### src/rtl/router_packet_register.sv
// Packet-framing input register for the 1-to-3 router: latches header fields, checks
// trailing XOR parity and forwards every byte through a dout register plus one-entry skid.
module router_packet_register #(
    parameter int DATA_WIDTH = 8,
    parameter int ADDR_BITS  = 2,
    parameter int NUM_PORTS  = 3,
    parameter int CNT_WIDTH  = 8
) (
    input  logic                  clock,
    input  logic                  reset,
    input  logic                  pkt_valid,
    input  logic [DATA_WIDTH-1:0] data_in,
    output logic                  in_ready,
    input  logic                  fifo_full,
    output logic [DATA_WIDTH-1:0] dout,
    output logic                  dout_valid,
    output logic [ADDR_BITS-1:0]  dest,
    output logic                  bad_dest,
    output logic                  parity_done,
    output logic                  err,
    output logic [CNT_WIDTH-1:0]  err_count,
    output logic                  busy
);

    localparam int LEN_W = DATA_WIDTH - ADDR_BITS;

    typedef enum logic [1:0] {
        IDLE,
        PAYLOAD,
        PARITY
    } state_t;

    state_t                state;
    state_t                state_next;
    logic [LEN_W-1:0]      remaining;
    logic [DATA_WIDTH-1:0] parity_acc;
    logic [DATA_WIDTH-1:0] skid;
    logic                  skid_full;
    logic                  accept;
    logic                  consume;
    logic                  parity_bad;
    logic [ADDR_BITS-1:0]  hdr_dest;
    logic [LEN_W-1:0]      hdr_len;

    function automatic logic [CNT_WIDTH-1:0] sat_inc(input logic [CNT_WIDTH-1:0] value);
        return (&value) ? value : value + CNT_WIDTH'(1);
    endfunction

    function automatic logic dest_illegal(input logic [ADDR_BITS-1:0] d);
        return int'(d) >= NUM_PORTS;
    endfunction

    assign in_ready   = !skid_full;
    assign accept     = pkt_valid && in_ready;
    assign consume    = dout_valid && !fifo_full;
    assign hdr_dest   = data_in[ADDR_BITS-1:0];
    assign hdr_len    = data_in[DATA_WIDTH-1:ADDR_BITS];
    assign parity_bad = (data_in != parity_acc);
    assign busy       = (state != IDLE);

    always_ff @(posedge clock or posedge reset) begin
        if (reset) begin
            state <= IDLE;
        end else begin
            state <= state_next;
        end
    end

    // Stalls (pkt_valid low) simply hold the state; there is no timeout.
    always_comb begin
        state_next = state;
        if (accept) begin
            case (state)
                IDLE:    state_next = (hdr_len != '0) ? PAYLOAD : PARITY;
                PAYLOAD: if (remaining == LEN_W'(1)) state_next = PARITY;
                PARITY:  state_next = IDLE;
                default: state_next = IDLE;
            endcase
        end
    end

    always_ff @(posedge clock or posedge reset) begin
        if (reset) begin
            remaining   <= '0;
            parity_acc  <= '0;
            dest        <= '0;
            bad_dest    <= 1'b0;
            err         <= 1'b0;
            err_count   <= '0;
            parity_done <= 1'b0;
        end else begin
            parity_done <= 1'b0;
            if (accept) begin
                case (state)
                    IDLE: begin
                        dest       <= hdr_dest;
                        remaining  <= hdr_len;
                        parity_acc <= data_in;
                        err        <= 1'b0;
                        bad_dest   <= dest_illegal(hdr_dest);
                    end
                    PAYLOAD: begin
                        parity_acc <= parity_acc ^ data_in;
                        remaining  <= remaining - LEN_W'(1);
                    end
                    PARITY: begin
                        parity_done <= 1'b1;
                        err         <= parity_bad;
                        if (parity_bad) err_count <= sat_inc(err_count);
                    end
                    default: ;
                endcase
            end
        end
    end

    // Output stage: skid only fills when dout is occupied and not draining this cycle.
    always_ff @(posedge clock or posedge reset) begin
        if (reset) begin
            dout       <= '0;
            dout_valid <= 1'b0;
            skid       <= '0;
            skid_full  <= 1'b0;
        end else if (consume) begin
            if (skid_full) begin
                dout      <= skid;
                skid_full <= 1'b0;
            end else if (accept) begin
                dout <= data_in;
            end else begin
                dout_valid <= 1'b0;
            end
        end else if (accept) begin
            if (!dout_valid) begin
                dout       <= data_in;
                dout_valid <= 1'b1;
            end else begin
                skid      <= data_in;
                skid_full <= 1'b1;
            end
        end
    end

endmodule

### config.mk
export PLATFORM = sky130hd
export DESIGN_NAME = router_packet_register
export DESIGN_NICKNAME = d
export VERILOG_FILES = /design/src/rtl/router_packet_register.sv
export SDC_FILE = /design/constraint.sdc
export NUM_CORES = 1
export LEC_CHECK = 0
export CAP_MARGIN = 20
export CORE_ASPECT_RATIO = 1.75
export CORE_MARGIN = 1.5
export CORE_UTILIZATION = 30
export CTS_CLUSTER_SIZE = 8
export DETAILED_ROUTE_END_ITERATION = 6
export SYNTH_ARGS = -nofsm -noshare
export SYNTH_HDL_FRONTEND = slang
export SYNTH_SLANG_ARGS = --single-unit
export TNS_END_PERCENT = 20
### constraint.sdc
create_clock -name clock -period 3.35 [get_ports clock]
set_clock_uncertainty 0.05 [all_clocks]
set_input_delay 0.5025 -clock clock [delete_from_list [all_inputs] [get_ports clock]]
set_output_delay 0.5025 -clock clock [all_outputs]
set_load 0.02 [all_outputs]
==> impl_metrics.env, run 1 <==
export IMPL_tritoncts_num_buffers=5
export IMPL_internal_power_mw=1.562
export IMPL_critical_path_max_fanout=32
export IMPL_boundaryPins=36
export IMPL_globalRoute_totalOverflow=0
export IMPL_final_nets=284
export IMPL_post_synth_inst_count=232
export IMPL_power_share_sequential_pct=39.1
export IMPL_via_total_after_detailed_routing=1827
export IMPL_antenna_found_initial=0
export IMPL_number_of_global_route_vias_before_repair=1810
export IMPL_core_area_sq_mm=0.007620
export IMPL_asyncSetResetFlopFracSynth_pct=100.0
export IMPL_remaining_antenna_violation_count_after_routing=0
export IMPL_rsz0062_at_grt="no"
export IMPL_route_detailed_wl_per_inst_um=14.10
export IMPL_place_worst_setup_slack_ps=845.9
export IMPL_io_buffers=35
export IMPL_diodes=0
export IMPL_yosysWarnings=0
export IMPL_worstSkewPairLatency_ps=290
export IMPL_synth_top_area_cell="sky130_fd_sc_hd__dfrtp_1"
export IMPL_period_minus_slack_ps=2345
export IMPL_postCtsResizedCells=0
export IMPL_postRouteWirelength_mm=5.048
export IMPL_post_route_drc_count=0
export IMPL_p_switching_mw=0.9281
export IMPL_first_pass_grt_wire_length_mm=8.535
export IMPL_initialDrtViolationCount=98
export IMPL_place_congestion=0.7873
export IMPL_synth_yosys_seq_area_share_pct=49.45
export IMPL_synth_top_cell_area_share_pct=49.45
export IMPL_final_util_pct=39.15
export IMPL_synth_edff_count=0
export IMPL_maxCapViolations=0
export IMPL_ir_drop_v=0.0002763
export IMPL_clk_pin_slew_worst_paths_ps=60
export IMPL_worst_setup_path_type="flop to output port"
export IMPL_sw_frac_of_total_pct=37.28
export IMPL_top_post_synthesis_cells_by_area="sky130_fd_sc_hd__dfrtp_1 (49%), sky130_fd_sc_hd__a21oi_1 (6.9%), sky130_fd_sc_hd__mux2_2 (5.2%)"
export IMPL_synth_cell_types=39
export IMPL_die_w_um=70.31
export IMPL_drv_slew=0
export IMPL_fmax_mhz=426.4
export IMPL_detailedPlacementHpwl_mm=3.655
export IMPL_worst_hold_slack_ps=357.0
export IMPL_number_of_hold_slack_violations_in_the_final_timing_report=0
export IMPL_final_min_period_over_clock_period_pct=70.00
export IMPL_start_util_pct=31.22
export IMPL_post_route_cells_drive_above_1_share_pct=13.33
export IMPL_grt_util_all_layers_pct=12.82
export IMPL_cp_endpoint="busy"
export IMPL_r2r_worst_path_cells=5
export IMPL_grt_start_max_net_pins=48
export IMPL_relSlewSlack_pct=57.79
export IMPL_count_of_endpoints_failing_setup_in_the_final_report=0
export IMPL_timing_rr_end="parity_acc[7]$_DFFE_PP0P_"
export IMPL_die_h_um=120.8
export IMPL_ctsLongestPathBuffers=2
export IMPL_postCtsHoldBufs=0
export IMPL_final_setup_worst_slack_ps=1005
export IMPL_drt_vias_per_instance=5.103
export IMPL_combinationalPowerShare_pct=40.7
export IMPL_cts_htree_levels=2
export IMPL_die_footprint_sq_mm=0.008493
export IMPL_setup_total_negative_slack_ps=0
export IMPL_worstPathRequired_ps=2800
export IMPL_path_class_of_the_lowest_slack_min_delay_path="input pin to async pin"
export IMPL_clkSinkCount=47
export IMPL_syn_num_nets=247
export IMPL_core_rowCount=42
export IMPL_clkPwrFrac_pct=20.2
export IMPL_post_cts_setup_buffer_count=0
export IMPL_ys_ff_latch=47
export IMPL_status="complete, no violations"
export IMPL_avgSynthCellArea_sq_um=10.25
export IMPL_leakage_power_figure_nw=1.297
export IMPL_pwr_density_cell_mw_per_mm2=834.6
export IMPL_critical_path_startpoint="state[0]$_DFFE_PP0P_"
export IMPL_drt_pass1_iterations=4
export IMPL_syn_area_sq_mm=0.002379
export IMPL_ys_dominant_reg_cell="sky130_fd_sc_hd__dfrtp_1"
export IMPL_reg2reg_from="skid_full$_DFFE_PP0P_"
export IMPL_cp_arrival_ps=1790
export IMPL_clock_root_buffer="sky130_fd_sc_hd__clkbuf_16"
export IMPL_totalPowerFinal_mw=2.490
export IMPL_critical_path_endpoint_type="output port"
export IMPL_r2r_setup_slack_ps=1390
export IMPL_timing_critical_path_from_type="flop"
export IMPL_cts_tree="done"
export IMPL_worst_pin_slew_ps=633.2
export IMPL_areaGrowthSynthToFinish_pct=25.41
cell usage in the layout (no fill, tap or decap), drive strengths merged, types with 6 or more instances in the layout:
master and instances:
mux2 12, nor2 15, nand4 8, nand2 15, clkdlybuf4s50 35, clkbuf 7, xor2 9, nand3 11
buf 9, a21oi 34, o21ai 15, dfrtp 47, inv 6, mux2i 9
critical path: stages, from the launching register on:
cell and delay [ps]:
sky130_fd_sc_hd__dfrtp_1 320, sky130_fd_sc_hd__buf_4 300, sky130_fd_sc_hd__inv_1 180, sky130_fd_sc_hd__nand2_1 100, sky130_fd_sc_hd__clkdlybuf4s50_1 600
cells by family after synthesis:
logic type | synth area share (%)
adders and majority gates | 1.578
AOI/OAI and AO/OA | 13.47
muxes | 9.627
buffers and inverters | 4.629
DFF | 49.45
xor gates and xnor gates | 5.103
and+or+nand+nor | 16.15
state kept, by name, summed over array words and instances (netlist names):
register / cells
parity_done: 1
err_count: 8
bad_dest: 1
skid: 8
dout_valid: 1
err: 1
state: 2
skid_full: 1
parity_acc: 8
dout: 8
remaining: 6
dest: 2
stage by stage:
stage / cells / cell area (sq um)
final: 358 / 2983
after global routing: 358 / 2983
after CTS: 357 / 2963
after detailed placement: 349 / 2811
after global placement: 349 / 2811
after floorplan: 232 / 2379
worst min-delay path by stage:
| stage | start | end | slack (ps) |
|---|---|---|---|
| after floorplan | skid[0]$_DFFE_PP0P_ | skid[0]$_DFFE_PP0P_ | 430 |
| after global placement | bad_dest$_DFFE_PP0P_ | bad_dest$_DFFE_PP0P_ | 430 |
| after detailed placement | skid[6]$_DFFE_PP0P_ | skid[6]$_DFFE_PP0P_ | 440 |
| after CTS | skid[6]$_DFFE_PP0P_ | skid[6]$_DFFE_PP0P_ | 460 |
| after global routing | reset | dout[5]$_DFFE_PP0P_ | 380 |
| final | reset | dout[5]$_DFFE_PP0P_ | 360 |
power by group through the flow:
| stage | sequential [mW] | combinational [mW] | clock [mW] |
|---|---|---|---|
| after global placement | 0.977 | 1.01 | 0 |
| after CTS | 0.975 | 1.02 | 0.517 |
| final | 0.973 | 1.01 | 0.503 |
| after global routing | 1.01 | 1.13 | 0.541 |
| after detailed placement | 0.985 | 1.02 | 0 |
| after floorplan | 1.05 | 0.606 | 0 |
synth_stat cells (2+ instances only):
cell,count
sky130_fd_sc_hd__nor2b_1,2
sky130_fd_sc_hd__nor2_1,15
sky130_fd_sc_hd__nand2_1,14
sky130_fd_sc_hd__mux2i_1,9
sky130_fd_sc_hd__a31oi_1,3
sky130_fd_sc_hd__nand4_1,8
sky130_fd_sc_hd__o21ai_0,15
sky130_fd_sc_hd__xnor2_1,4
sky130_fd_sc_hd__dfrtp_1,47
sky130_fd_sc_hd__o31ai_1,3
sky130_fd_sc_hd__buf_4,2
sky130_fd_sc_hd__and3_1,3
sky130_fd_sc_hd__o22ai_1,2
sky130_fd_sc_hd__buf_2,4
sky130_fd_sc_hd__buf_6,3
sky130_fd_sc_hd__nand3_1,11
sky130_fd_sc_hd__nor3_1,2
sky130_fd_sc_hd__clkbuf_1,5
sky130_fd_sc_hd__ha_1,3
sky130_fd_sc_hd__inv_1,6
sky130_fd_sc_hd__xor2_1,8
sky130_fd_sc_hd__mux2_2,11
sky130_fd_sc_hd__a21oi_1,33
sky130_fd_sc_hd__nand2b_1,4
per-layer routing:
metal	part of all wire [%]	vias to the layer above	track usage (%)
met5	0	-	0
li1	-	902	-
met2	55	27	23.23
met1	40	892	14.14
met3	2.9	6	2.583
met4	2.1	0	5.769
layout make-up:
type                            count  area [sq um]
Inverter                            6         22.52
Fill cell                         729          4637
Tap cell                           88         110.1
Multi-Input combinational cell    165          1092
Timing Repair Buffer               44         430.4
Clock buffer                        7         142.6
Clock inverter                      1         8.758
Sequential cell                    47          1176
No activity file was read; power rests on OpenSTA's default activity.
==> inputs of run 2 (changes only) <==
==> constraint.sdc (replaced) <==
create_clock -name clock -period 2.2 [get_ports clock]
set_clock_uncertainty 0.05 [all_clocks]
set_input_delay 0.33 -clock clock [delete_from_list [all_inputs] [get_ports clock]]
set_output_delay 0.33 -clock clock [all_outputs]
set_load 0.02 [all_outputs]
==> impl_metrics.env, run 2 (synthesized netlist as in run 1, its figures left out) <==
export IMPL_leakage_power_figure_nw=1.333
export IMPL_worst_pin_slew_ps=471.2
export IMPL_die_w_um=70.31
export IMPL_drv_slew=0
export IMPL_combinationalPowerShare_pct=40.3
export IMPL_critical_path_slowest_cell="sky130_fd_sc_hd__clkdlybuf4s50_1"
export IMPL_cts_tree="done"
export IMPL_detailedPlacementHpwl_mm=4.020
export IMPL_tritoncts_num_buffers=5
export IMPL_pwr_density_cell_mw_per_mm2=1284
export IMPL_path_cells="inv_1 > nand2_1 > clkdlybuf4s50_1"
export IMPL_setup_total_negative_slack_ps=0
export IMPL_timing_critical_path_from_type="flop"
export IMPL_core_area_sq_mm=0.007620
export IMPL_post_route_drc_count=0
export IMPL_areaGrowthSynthToFinish_pct=28.09
export IMPL_first_pass_grt_wire_length_mm=8.963
export IMPL_number_of_hold_slack_violations_in_the_final_timing_report=0
export IMPL_filler_cell_count=751
export IMPL_core_rowCount=42
export IMPL_globalRoute_totalOverflow=0
export IMPL_clock_root_buffer="sky130_fd_sc_hd__clkbuf_16"
export IMPL_critical_path_max_fanout=7
export IMPL_start_util_pct=31.22
export IMPL_post_route_cells_drive_above_1_share_pct=15.58
export IMPL_postRouteWirelength_mm=5.414
export IMPL_power_share_sequential_pct=38.1
export IMPL_worst_path_largest_cell_delay_ps=600
export IMPL_ctsLongestPathBuffers=2
export IMPL_relSlewSlack_pct=68.51
export IMPL_ir_drop_v=0.0004883
export IMPL_multi_input_comb_area_sq_mm=0.001092
export IMPL_via_total_after_detailed_routing=1856
export IMPL_io_buffers=35
export IMPL_initialDrtViolationCount=63
export IMPL_cts_htree_levels=2
export IMPL_maxCapViolations=0
export IMPL_grt_util_all_layers_pct=13.73
export IMPL_critical_path_endpoint_type="output port"
export IMPL_place_congestion=0.7667
export IMPL_worst_setup_path_type="flop to output port"
export IMPL_final_seq_area_sq_mm=0.001176
export IMPL_clk_pin_slew_worst_paths_ps=60
export IMPL_drt_pass1_iterations=4
export IMPL_final_nets=291
export IMPL_critical_path_top_delay_family="buffers and inverters"
export IMPL_period_minus_slack_ps=1989
export IMPL_count_of_endpoints_failing_setup_in_the_final_report=0
export IMPL_path_class_of_the_lowest_slack_min_delay_path="input pin to async pin"
export IMPL_internal_power_mw=2.480
export IMPL_clkSinkCount=47
export IMPL_sw_frac_of_total_pct=36.61
export IMPL_r2r_setup_slack_ps=260
export IMPL_boundaryPins=36
export IMPL_post_cts_setup_buffer_count=0
export IMPL_drt_vias_per_instance=5.099
export IMPL_antenna_found_initial=0
export IMPL_timing_critical_path_buf_inv=2
export IMPL_die_footprint_sq_mm=0.008493
export IMPL_cp_arrival_ps=1610
export IMPL_grt_start_max_net_pins=48
export IMPL_layout_cells_most_common="sky130_fd_sc_hd__dfrtp_1"
export IMPL_die_h_um=120.8
export IMPL_worstSkewPairLatency_ps=290
export IMPL_route_detailed_wl_per_inst_um=14.87
export IMPL_fmax_mhz=502.7
export IMPL_postCtsHoldBufs=0
export IMPL_clkPwrFrac_pct=21.6
export IMPL_final_cell_mix="sky130_fd_sc_hd__dfrtp_1 (47), sky130_fd_sc_hd__clkdlybuf4s50_1 (35), sky130_fd_sc_hd__a21oi_1 (33)"
export IMPL_final_util_pct=39.98
export IMPL_remaining_antenna_violation_count_after_routing=0
export IMPL_final_min_period_over_clock_period_pct=90.41
export IMPL_rsz0062_at_grt="no"
export IMPL_postCtsResizedCells=0
export IMPL_status="complete, no violations"
export IMPL_diodes=0
export IMPL_worstPathRequired_ps=1820
export IMPL_number_of_global_route_vias_before_repair=1878
export IMPL_p_switching_mw=1.433
[run 2: cell types whose count changed in the layout (fill, tap and decap cells not counted)]
cell                         previous run  this run
sky130_fd_sc_hd__buf_4                  8        15
sky130_fd_sc_hd__bufinv_16              0         1
sky130_fd_sc_hd__clkbuf_1               1         0
sky130_fd_sc_hd__clkbuf_8               1         0
sky130_fd_sc_hd__clkinv_4               1         0
sky130_fd_sc_hd__clkinvlp_4             0         1
[run 2: layout make-up]
class                           count  share of cell area (%)
Inverter                            6                  0.7392
Clock inverter                      2                   1.232
Multi-Input combinational cell    165                   35.85
Tap cell                           88                   3.614
Timing Repair Buffer               51                   15.85
Sequential cell                    47                   38.60
Clock buffer                        5                   4.107
[run 2: power by group through the flow]
stage | clock network [mW] | registers (mW) | logic, mW
2_1_floorplan | 0 | 1.60 | 0.923
3_3_place_gp | 0 | 1.49 | 1.55
3_5_place_dp | 0 | 1.51 | 1.59
4_1_cts | 0.868 | 1.49 | 1.60
5_1_grt | 0.898 | 1.55 | 1.75
6_report | 0.845 | 1.49 | 1.58
[run 2: metal layers]
metal	track usage, %	wire length (um)	up-vias
met3	2.750	168	16
li1	-	-	905
met4	8.774	234	0
met5	0	0	-
met2	24.47	2967	34
met1	14.36	2044	901
[run 2: through the flow]
stage / instance area (sq um) / worst slack (ps) / power (mW) / hold slack, ps / cells
CTS: 3047 / 196.5 / 3.959 / 368.9 / 364
finish: 3047 / 210.9 / 3.913 / 348.4 / 364
global placement: 2884 / 79.08 / 3.041 / 426.5 / 357
global route: 3047 / 125.8 / 4.190 / 367.5 / 364
floorplan: 2379 / 301.9 / 2.523 / 419.3 / 232
detailed placement: 2884 / 70.56 / 3.095 / 426.2 / 357
[run 2: worst reg2reg max path, delay by kind of cell (launching register included)]
family	cells	cell delay [ps]
AND/OR/NAND/NOR	4	830
adder cells (fa/ha/maj)	1	230
multiplexers	1	290
flip-flops	1	430
[run 2: worst paths after layout]
check                                          from                       end  depth (start not counted)
min in group clock             bad_dest$_DFFE_PP0P_      bad_dest$_DFFE_PP0P_                          2
max in group asynchronous                     reset  remaining[3]$_DFFE_PP0P_                          3
hold reg to reg                bad_dest$_DFFE_PP0P_      bad_dest$_DFFE_PP0P_                          2
setup reg to reg           err_count[0]$_DFFE_PP0P_  err_count[1]$_DFFE_PP0P_                          6
setup / recovery               state[1]$_DFFE_PP0P_                      busy                          3
hold / removal                                reset       dout[3]$_DFFE_PP0P_                          3
==> inputs of run 3 (changes only) <==
--- a/config.mk
+++ b/config.mk
@@ -6,11 +6,15 @@
 export NUM_CORES = 1
 export LEC_CHECK = 0
 export CAP_MARGIN = 20
+export CELL_PAD_IN_SITES_DETAIL_PLACEMENT = 0
+export CELL_PAD_IN_SITES_GLOBAL_PLACEMENT = 2
 export CORE_ASPECT_RATIO = 1.75
 export CORE_MARGIN = 1.5
 export CORE_UTILIZATION = 30
+export CTS_BUF_LIST = sky130_fd_sc_hd__clkbuf_4
 export CTS_CLUSTER_SIZE = 8
 export DETAILED_ROUTE_END_ITERATION = 6
+export PLACE_DENSITY_LB_ADDON = 0.1
 export SYNTH_ARGS = -nofsm -noshare
 export SYNTH_HDL_FRONTEND = slang
 export SYNTH_SLANG_ARGS = --single-unit
==> impl_metrics.env, run 3 (synthesized netlist as in run 1, its figures left out) <==
export IMPL_period_minus_slack_ps=2025
export IMPL_place_worst_setup_slack_ps=105.8
export IMPL_clkPwrFrac_pct=11.9
export IMPL_path_class_of_the_lowest_slack_min_delay_path="input pin to async pin"
export IMPL_route_detailed_wl_per_inst_um=14.96
export IMPL_ctsLongestPathBuffers=2
export IMPL_leakage_power_figure_nw=1.302
export IMPL_clk_pin_slew_worst_paths_ps=140
export IMPL_core_area_sq_mm=0.007620
export IMPL_cts_tree="done"
export IMPL_io_buffers=35
export IMPL_grt_start_max_net_pins=39
export IMPL_fmax_mhz=493.7
export IMPL_totalPowerFinal_mw=3.477
export IMPL_p_switching_mw=1.402
export IMPL_pwr_density_cell_mw_per_mm2=1172
export IMPL_internal_power_mw=2.075
export IMPL_rsz0062_at_grt="no"
export IMPL_worstPathRequired_ps=1820
export IMPL_number_of_global_route_vias_before_repair=1848
export IMPL_start_util_pct=31.22
export IMPL_clock_root_buffer="sky130_fd_sc_hd__clkbuf_4"
export IMPL_drt_vias_per_instance=4.916
export IMPL_relSlewSlack_pct=73.22
export IMPL_die_h_um=120.8
export IMPL_globalRoute_totalOverflow=0
export IMPL_tritoncts_num_buffers=5
export IMPL_final_min_period_over_clock_period_pct=92.07
export IMPL_timing_critical_path_from_type="flop"
export IMPL_post_route_drc_count=0
export IMPL_status="complete, no violations"
export IMPL_post_route_cells_drive_above_1_share_pct=16.73
export IMPL_grt_util_all_layers_pct=14.21
export IMPL_boundaryPins=36
export IMPL_final_nets=295
export IMPL_areaGrowthSynthToFinish_pct=24.72
export IMPL_first_pass_grt_wire_length_mm=9.342
export IMPL_antenna_found_initial=0
export IMPL_place_congestion=0.6984
export IMPL_setup_total_negative_slack_ps=0
export IMPL_die_footprint_sq_mm=0.008493
export IMPL_initialDrtViolationCount=58
export IMPL_critical_path_endpoint_type="output port"
export IMPL_post_cts_setup_buffer_count=0
export IMPL_ir_drop_v=0.0003028
export IMPL_maxCapViolations=0
export IMPL_postRouteWirelength_mm=5.521
export IMPL_power_share_sequential_pct=42.3
export IMPL_drv_slew=0
export IMPL_design_area_sq_mm=0.002967
export IMPL_drt_pass1_iterations=3
export IMPL_critical_path_max_fanout=7
export IMPL_worstSkewPairLatency_ps=380
export IMPL_place_area_sq_mm=0.002914
export IMPL_detailedPlacementHpwl_mm=4.049
export IMPL_remaining_antenna_violation_count_after_routing=0
export IMPL_count_of_endpoints_failing_setup_in_the_final_report=0
export IMPL_final_setup_worst_slack_ps=174.5
export IMPL_number_of_hold_slack_violations_in_the_final_timing_report=0
export IMPL_layout_cells_most_common="sky130_fd_sc_hd__dfrtp_1"
export IMPL_via_total_after_detailed_routing=1814
export IMPL_worst_setup_path_type="flop to output port"
export IMPL_final_cell_mix="sky130_fd_sc_hd__dfrtp_1 (47), sky130_fd_sc_hd__clkdlybuf4s50_1 (35), sky130_fd_sc_hd__a21oi_1 (33)"
export IMPL_clkSinkCount=47
export IMPL_combinationalPowerShare_pct=45.8
export IMPL_die_w_um=70.31
export IMPL_cts_htree_levels=2
export IMPL_worst_pin_slew_ps=400.6
export IMPL_cp_arrival_ps=1650
export IMPL_diodes=0
export IMPL_sw_frac_of_total_pct=40.32
export IMPL_core_rowCount=42
## run 3: changes by cell type in the layout (fill, tap and decap cells not counted), sizes merged
cell    previous run  this run
bufinv             1         0
clkinv             0         2
buf               16        20
## run 3: worst paths after layout
| check | startpoint | endpoint | slack [ps] | cells after the start |
|---|---|---|---|---|
| worst min register to register | bad_dest$_DFFE_PP0P_ | bad_dest$_DFFE_PP0P_ | 450 | 2 |
| worst max-delay path | state[1]$_DFFE_PP0P_ | busy | 170 | 3 |
| worst max register to register | err_count[0]$_DFFE_PP0P_ | err_count[1]$_DFFE_PP0P_ | 300 | 6 |
| min in group clock | bad_dest$_DFFE_PP0P_ | bad_dest$_DFFE_PP0P_ | 450 | 2 |
| max in group asynchronous | reset | dout[7]$_DFFE_PP0P_ | 1470 | 3 |
| worst min-delay path | reset | err_count[4]$_DFFE_PP0P_ | 130 | 2 |
## run 3: through the flow
| step | utilization (%) | std cells | hold slack (ps) |
|---|---|---|---|
| after floorplan | - | 232 | 419.3 |
| after global placement | 38.24 | 361 | 417.7 |
| after detailed placement | 38.24 | 361 | 423.8 |
| after CTS | 38.93 | 369 | 120.9 |
| after global routing | 38.93 | 369 | 146.9 |
| final | 38.93 | 369 | 129.8 |
## run 3: area by class of cell
class                      count  area [sq um]
clock buffer                   5         37.54
multi-input combinational    165          1092
fill                         800          4653
clock inverter                 3         15.01
sequential                    47          1176
timing repair buffer          55         513.0
inverter                       6         22.52
tap                           88         110.1
## run 3: routing by layer
layer / up-vias / GRT usage (%) / part of all wire, %
met2: 27 / 26.00 / 55
met3: 5 / 2.750 / 2.7
met4: 0 / 5.409 / 1.8
met5: - / 0 / 0
li1: 922 / - / -
met1: 860 / 15.92 / 40
## run 3: what timing repair did
item	4_1_cts	5_1_grt
hold buffers	0	0
resized for setup	0	1
setup endpoints to repair	0	1
## run 3: power by group through the flow
stage	logic [mW]	registers (mW)	clock network, mW
after floorplan	0.923	1.60	0
after global placement	1.61	1.49	0
after detailed placement	1.62	1.50	0
after CTS	1.63	1.47	0.445
after global routing	1.78	1.53	0.469
final	1.59	1.47	0.415
## run 3: critical path: stages, from the launching register on
cell	delay, ps
sky130_fd_sc_hd__dfrtp_1	470
sky130_fd_sc_hd__inv_2	120
sky130_fd_sc_hd__nand2_1	80
sky130_fd_sc_hd__clkdlybuf4s50_1	600
